===== src/rtl/dmem_lsu_pkg.sv =====
// Shared constants and types for the data-memory load/store unit.
package dmem_lsu_pkg;

  localparam logic [2:0] F3_B  = 3'b000;
  localparam logic [2:0] F3_H  = 3'b001;
  localparam logic [2:0] F3_W  = 3'b010;
  localparam logic [2:0] F3_BU = 3'b100;
  localparam logic [2:0] F3_HU = 3'b101;

  localparam logic [31:0] DMEM_BASE_DEF = 32'h0000_1000;

  typedef enum logic [1:0] {
    ST_IDLE,
    ST_READ,
    ST_WRITE,
    ST_RESP
  } lsu_state_e;

  // Only the fields needed after acceptance are kept.
  typedef struct packed {
    logic        we;
    logic [2:0]  funct3;
    logic [1:0]  lane;
    logic [15:0] wdata;
  } lsu_req_t;

  function automatic logic f3_legal(input logic we, input logic [2:0] f3);
    if (we) return (f3 == F3_B) || (f3 == F3_H) || (f3 == F3_W);
    return (f3 == F3_B) || (f3 == F3_H) || (f3 == F3_W) ||
           (f3 == F3_BU) || (f3 == F3_HU);
  endfunction

endpackage


===== src/rtl/dmem_lsu_align.sv =====
// Lane select with sign/zero extension for loads, and byte/half merge for
// read-modify-write stores, both keyed by the same lane and funct3.
module load_align
  import dmem_lsu_pkg::*;
(
  input  logic [31:0] word,
  input  logic [1:0]  lane,
  input  logic [2:0]  funct3,
  input  logic [15:0] wdata,
  output logic [31:0] ld_data,
  output logic [31:0] st_word
);

  logic [7:0]  byte_sel;
  logic [15:0] half_sel;

  always_comb begin
    byte_sel = word[{lane, 3'b000} +: 8];
    half_sel = lane[1] ? word[31:16] : word[15:0];

    ld_data = word;
    case (funct3)
      F3_B:    ld_data = {{24{byte_sel[7]}}, byte_sel};
      F3_BU:   ld_data = {24'h0, byte_sel};
      F3_H:    ld_data = {{16{half_sel[15]}}, half_sel};
      F3_HU:   ld_data = {16'h0, half_sel};
      default: ld_data = word;
    endcase

    st_word = word;
    case (funct3[1:0])
      2'b00: st_word[{lane, 3'b000} +: 8] = wdata[7:0];
      2'b01: begin
        if (lane[1]) st_word[31:16] = wdata;
        else         st_word[15:0]  = wdata;
      end
      default: st_word = word;
    endcase
  end

endmodule


===== src/rtl/dmem_lsu.sv =====
// Load/store unit driving a word-addressed BRAM; sub-word stores are done
// as read-modify-write since the BRAM only commits full words.
module dmem_lsu
  import dmem_lsu_pkg::*;
#(
  parameter logic [31:0] DMEM_BASE = DMEM_BASE_DEF,
  parameter int          ADDR_BITS = 10
) (
  input  logic                 clk,
  input  logic                 rst,
  input  logic                 req_valid,
  output logic                 req_ready,
  input  logic                 req_we,
  input  logic [2:0]           req_funct3,
  input  logic [31:0]          req_addr,
  input  logic [31:0]          req_wdata,
  output logic                 resp_valid,
  output logic [31:0]          resp_rdata,
  output logic                 resp_err,
  output logic [ADDR_BITS-1:0] mem_r_addr,
  output logic                 mem_r_enb,
  input  logic [31:0]          mem_r_dat,
  output logic [ADDR_BITS-1:0] mem_w_addr,
  output logic [31:0]          mem_w_dat,
  output logic [3:0]           mem_w_enb
);

  localparam logic [32:0] WIN_END = {1'b0, DMEM_BASE} + (33'd1 << (ADDR_BITS + 2));

  lsu_state_e          state;
  lsu_req_t            rq;
  logic [ADDR_BITS-1:0] word_addr;
  logic                out_win, misalign, acc_err;
  logic [31:0]         ld_data, st_word;

  assign req_ready = (state == ST_IDLE) && !rst;

  // The window base is word aligned, so only the word-index bits need subtracting.
  assign word_addr = req_addr[ADDR_BITS+1:2] - DMEM_BASE[ADDR_BITS+1:2];
  assign out_win   = (req_addr < DMEM_BASE) || ({1'b0, req_addr} >= WIN_END);

  always_comb begin
    misalign = 1'b0;
    case (req_funct3[1:0])
      2'b01:   misalign = req_addr[0];
      2'b10:   misalign = |req_addr[1:0];
      default: misalign = 1'b0;
    endcase
  end

  assign acc_err = out_win || misalign || !f3_legal(req_we, req_funct3);

  load_align u_align (
    .word    (mem_r_dat),
    .lane    (rq.lane),
    .funct3  (rq.funct3),
    .wdata   (rq.wdata),
    .ld_data (ld_data),
    .st_word (st_word)
  );

  always_ff @(posedge clk) begin
    if (rst) begin
      state      <= ST_IDLE;
      rq         <= '0;
      resp_valid <= 1'b0;
      resp_rdata <= '0;
      resp_err   <= 1'b0;
      mem_r_enb  <= 1'b0;
      mem_r_addr <= '0;
      mem_w_enb  <= 4'b0000;
      mem_w_addr <= '0;
      mem_w_dat  <= '0;
    end else begin
      resp_valid <= 1'b0;
      mem_r_enb  <= 1'b0;
      mem_w_enb  <= 4'b0000;
      case (state)
        ST_IDLE: begin
          if (req_valid) begin
            rq <= '{we: req_we, funct3: req_funct3, lane: req_addr[1:0],
                    wdata: req_wdata[15:0]};
            if (acc_err) begin
              state      <= ST_RESP;
              resp_valid <= 1'b1;
              resp_err   <= 1'b1;
              resp_rdata <= '0;
            end else if (req_we && req_funct3 == F3_W) begin
              state      <= ST_WRITE;
              mem_w_enb  <= 4'b1111;
              mem_w_addr <= word_addr;
              mem_w_dat  <= req_wdata;
            end else begin
              state      <= ST_READ;
              mem_r_enb  <= 1'b1;
              mem_r_addr <= word_addr;
              mem_w_addr <= word_addr;
            end
          end
        end
        ST_READ: begin
          if (rq.we) begin
            state     <= ST_WRITE;
            mem_w_enb <= 4'b1111;
            mem_w_dat <= st_word;
          end else begin
            state      <= ST_RESP;
            resp_valid <= 1'b1;
            resp_err   <= 1'b0;
            resp_rdata <= ld_data;
          end
        end
        ST_WRITE: begin
          state      <= ST_RESP;
          resp_valid <= 1'b1;
          resp_err   <= 1'b0;
          resp_rdata <= '0;
        end
        default: state <= ST_IDLE;
      endcase
    end
  end

endmodule


===== config.mk =====
export PLATFORM = sky130hd
export DESIGN_NAME = dmem_lsu
export DESIGN_NICKNAME = d
export VERILOG_FILES = /design/src/rtl/dmem_lsu_pkg.sv /design/src/rtl/dmem_lsu_align.sv /design/src/rtl/dmem_lsu.sv
export SDC_FILE = /design/constraint.sdc
export NUM_CORES = 1
export LEC_CHECK = 0
export CAP_MARGIN = 5
export CORE_ASPECT_RATIO = 0.75
export CORE_MARGIN = 2
export CORE_UTILIZATION = 51
export DETAILED_ROUTE_END_ITERATION = 8
export GPL_TIMING_DRIVEN = 0
export PLACE_DENSITY_LB_ADDON = 0.25
export SYNTH_ARGS = -nofsm -noshare
export SYNTH_HDL_FRONTEND = slang
export SYNTH_SLANG_ARGS = --single-unit

===== constraint.sdc =====
create_clock -name clk -period 3.8 [get_ports clk]
set_clock_uncertainty 0.05 [all_clocks]
set_input_delay 1.14 -clock clk [delete_from_list [all_inputs] [get_ports clk]]
set_output_delay 1.14 -clock clk [all_outputs]
set_load 0.05 [all_outputs]

==> flow_metrics.tcl <==
set metrics [dict create \
    critPathCapture "req_ready" \
    final_cell_count_no_fill 1158 \
    drc 0 \
    fin_nets 1102 \
    cp_max_fo 10 \
    peakVddDrop_uv 304 \
    routed_wirelength_um 22300 \
    slew_headroom_pct 38.8 \
    p_int_mw 2.52 \
    synth_top_family_by_area "compound AO/OA/AOI/OAI gates" \
    antenna_found_initial 0 \
    start_util_pct 51.7 \
    drive_gt1_share_pct 6.65 \
    tns_ns 0 \
    grt_max_degree 22 \
    fin_crit_sh_pct 94.1 \
    hold_path_class "flop to flop" \
    worst_pin_slew_ns 0.909 \
    antenna_left 0 \
    grt_pass1_vias 6491 \
    dieArea_um2 13200 \
    ys_warn_count 0 \
    worstReg2RegEnd "resp_rdata[23]$_SDFFE_PP0P_" \
    syn-instance-count 782 \
    num-fill-cells 994 \
    vias 6851 \
    cts_buffer_depth 2 \
    synth-compound-area-share_pct 23.8 \
    max_stage_delay_ns 0.46 \
    first_iter_violations 843 \
    hold-worst-slack_ns 0.408 \
    min_period_ns 3.58 \
    die_h_um 100 \
    post-route-cell-area_um2 8730 \
    setup_slack_ns 0.223 \
    clkLatencyLatePin_ns 0.36 \
    placedInstanceArea_um2 8420 \
    swShare_pct 43.0 \
    r2r_start "state[1]$_SDFFE_PP0N_" \
    cts_buffers 9 \
    power_frac_comb_pct 45.7 \
    synthMuxAreaShare_pct 8.92 \
    place_inst 1142 \
    finalSetupViolCount 0 \
    gp_congestion 0.979 \
    cts_tree "built" \
    switching_power_mw 1.90 \
    dp_slack_ns -0.386 \
    overflow 0 \
    ys_ff_latch 112 \
    layout_commonest_cell "clkdlybuf4s50_1" \
    cts-hold-fix-buffers 0 \
    critical_path.startpoint "rst" \
    synth_cell_types 61 \
    status "finished, final reports clean" \
    io_buffers 194 \
    r2r_cells 8 \
    grt_util_all_layers_pct 33.4 \
    core_um2 12100 \
    rrSetupSlack_ns 1.05 \
    synth_top_area_share_pct 35.7 \
    rsz0062_at_grt "false" \
    syn_area_per_cell_um2 8.02 \
    crit_slowest_cell "clkdlybuf4s50_1" \
    synth_xor_area_share_pct 0 \
    avgRoutedWirePerCell_um 19.3 \
    routed_via_density 5.92 \
    syn_nets 897 \
    cts_setup_buffers 0 \
    seq_power_share_pct 32.1 \
    fp-row-count 35 \
    root_buffer "clkbuf_16" \
    clock_power_share_pct 22.2 \
    yosysTopAreaCell "dfxtp_1" \
    layout_common_cells "clkdlybuf4s50_1 (193), nand2_1 (130), dfxtp_1 (112)" \
    path_class "input port to output port" \
    path_clk_slew_ns 0.08 \
    post-route-util_pct 72.0 \
    synthArstFlopShare_pct 0 \
    dpl.hpwl_um 17300 \
    first_pass_iters 7 \
    synthAdderAreaFrac_pct 2.39 \
    htree_levels 3 \
    io_pins 195 \
    die_w_um 132 \
    cp-end-kind "output port" \
    synthSimpleGateAreaFrac_pct 22.8 \
    areaGrowthSynthToFinish_pct 39.2 \
    synthFlopType "dfxtp_1" \
    antenna-diode-count 0 \
    p_leak_nw 3.28 \
    synth_area_um2 6270 \
    p_per_area_nw_per_um2 507 \
    crit_path_frequent_cell "clkbuf_2" \
    required_ns 2.61 \
    fin_total_pwr_mw 4.42 \
    max_clock_freq_mhz 280 \
    slew_violations 0 \
    critical_path.startpoint_type "input port" \
    netlist_top_cells_area "dfxtp_1 (36%), nand2_1 (7.8%), mux2i_1 (6.2%)" \
    max_cap_violations 0 \
    synth_edf_count 0 \
    cts_num_sinks 112 \
    cp.arrival_ns 2.39 \
    crit_chain "clkdlybuf4s50_1 -> clkbuf_2 -> nor2b_1 -> clkbuf_2" \
    grt_pass1_wl_um 34800 \
    seq_area_frac_synth_pct 35.7 \
    hold_viol 0 \
]
-- worst min-delay path by stage --
stage | startpoint | end | slack (ns) | depth (start not counted)
2_1_floorplan | rq[9]$_SDFFE_PP0P_ | rq[9]$_SDFFE_PP0P_ | 0.39 | 2
3_3_place_gp | mem_r_addr[9]$_SDFFE_PP0P_ | mem_r_addr[9]$_SDFFE_PP0P_ | 0.39 | 2
3_5_place_dp | mem_w_dat[28]$_SDFFE_PP0P_ | mem_w_dat[28]$_SDFFE_PP0P_ | 0.40 | 2
4_1_cts | resp_rdata[29]$_SDFFE_PP0P_ | resp_rdata[29]$_SDFFE_PP0P_ | 0.41 | 2
5_1_grt | mem_w_dat[23]$_SDFFE_PP0P_ | mem_w_dat[23]$_SDFFE_PP0P_ | 0.43 | 2
6_report | mem_r_addr[2]$_SDFFE_PP0P_ | mem_r_addr[2]$_SDFFE_PP0P_ | 0.41 | 2
-- worst max-delay path, delay by kind of cell --
kind          cells  cell delay [ns]
buf+inv           3             1.01
simple gates      1             0.22
-- kinds of logic after synthesis --
| logic type | after synthesis |
|---|---|
| compound gates | 215 |
| mux | 51 |
| fa+ha+maj | 12 |
| simple gates | 297 |
| buf+inv | 95 |
| flops | 112 |
-- metal layers --
metal,track usage [%],vias to the layer above,wire length [um]
li1,-,3185,-
met1,47.7,3210,9940
met2,51.1,402,9510
met3,7.02,54,2350
met4,9.95,0,543
met5,0,-,0
-- flip-flops by register name, summed over array words and instances (netlist names) --
signal	count
mem_w_dat	32
resp_rdata	32
rq	22
mem_r_addr	10
mem_w_addr	10
state	2
mem_r_enb	1
mem_w_enb	1
resp_err	1
resp_valid	1
-- timing repair --
action,4_1_cts,5_1_grt
hold endpoints to repair,0,0
endpoints found under the setup margin,1,1
resized for setup,3,1
-- cells in the mapped netlist, types with 3 or more instances --
master	instances
o21a_1	3
nor4b_1	5
mux2_2	5
nor4_2	3
a22o_1	7
a31o_1	5
mux2i_1	39
inv_1	26
o21ai_0	46
a221oi_1	4
nand3b_1	3
o221ai_1	23
nor3_1	10
nand3_1	10
clkbuf_1	43
and2_1	9
a21oi_1	56
nor2b_1	25
o2111ai_1	5
a22oi_1	6
nand2_1	130
o211ai_1	16
ha_1	12
mux2_4	6
nor2_1	78
buf_4	6
nand2b_1	6
a221o_1	16
a21o_1	6
dfxtp_1	112
a31oi_1	7
buf_2	14
-- cell type report --
type / instances / area (um2) / share of cell area [%]
Buffer: 66 / 297 / 3.40
Clock buffer: 10 / 239 / 2.74
Clock inverter: 6 / 71.3 / 0.817
Inverter: 29 / 109 / 1.25
Multi-Input combinational cell: 575 / 3630 / 41.6
Sequential cell: 112 / 2240 / 25.7
Tap cell: 166 / 208 / 2.38
Timing Repair Buffer: 194 / 1940 / 22.2
-- power groups by stage --
stage | registers (mW) | clock network [mW] | logic (mW)
finish | 1.42 | 0.983 | 2.02
global route | 1.43 | 1.02 | 2.15
CTS | 1.41 | 0.985 | 1.98
detailed placement | 1.44 | 0 | 1.97
global placement | 1.44 | 0 | 1.94
floorplan | 1.67 | 0 | 1.07
(Power assumes the default switching activity.)
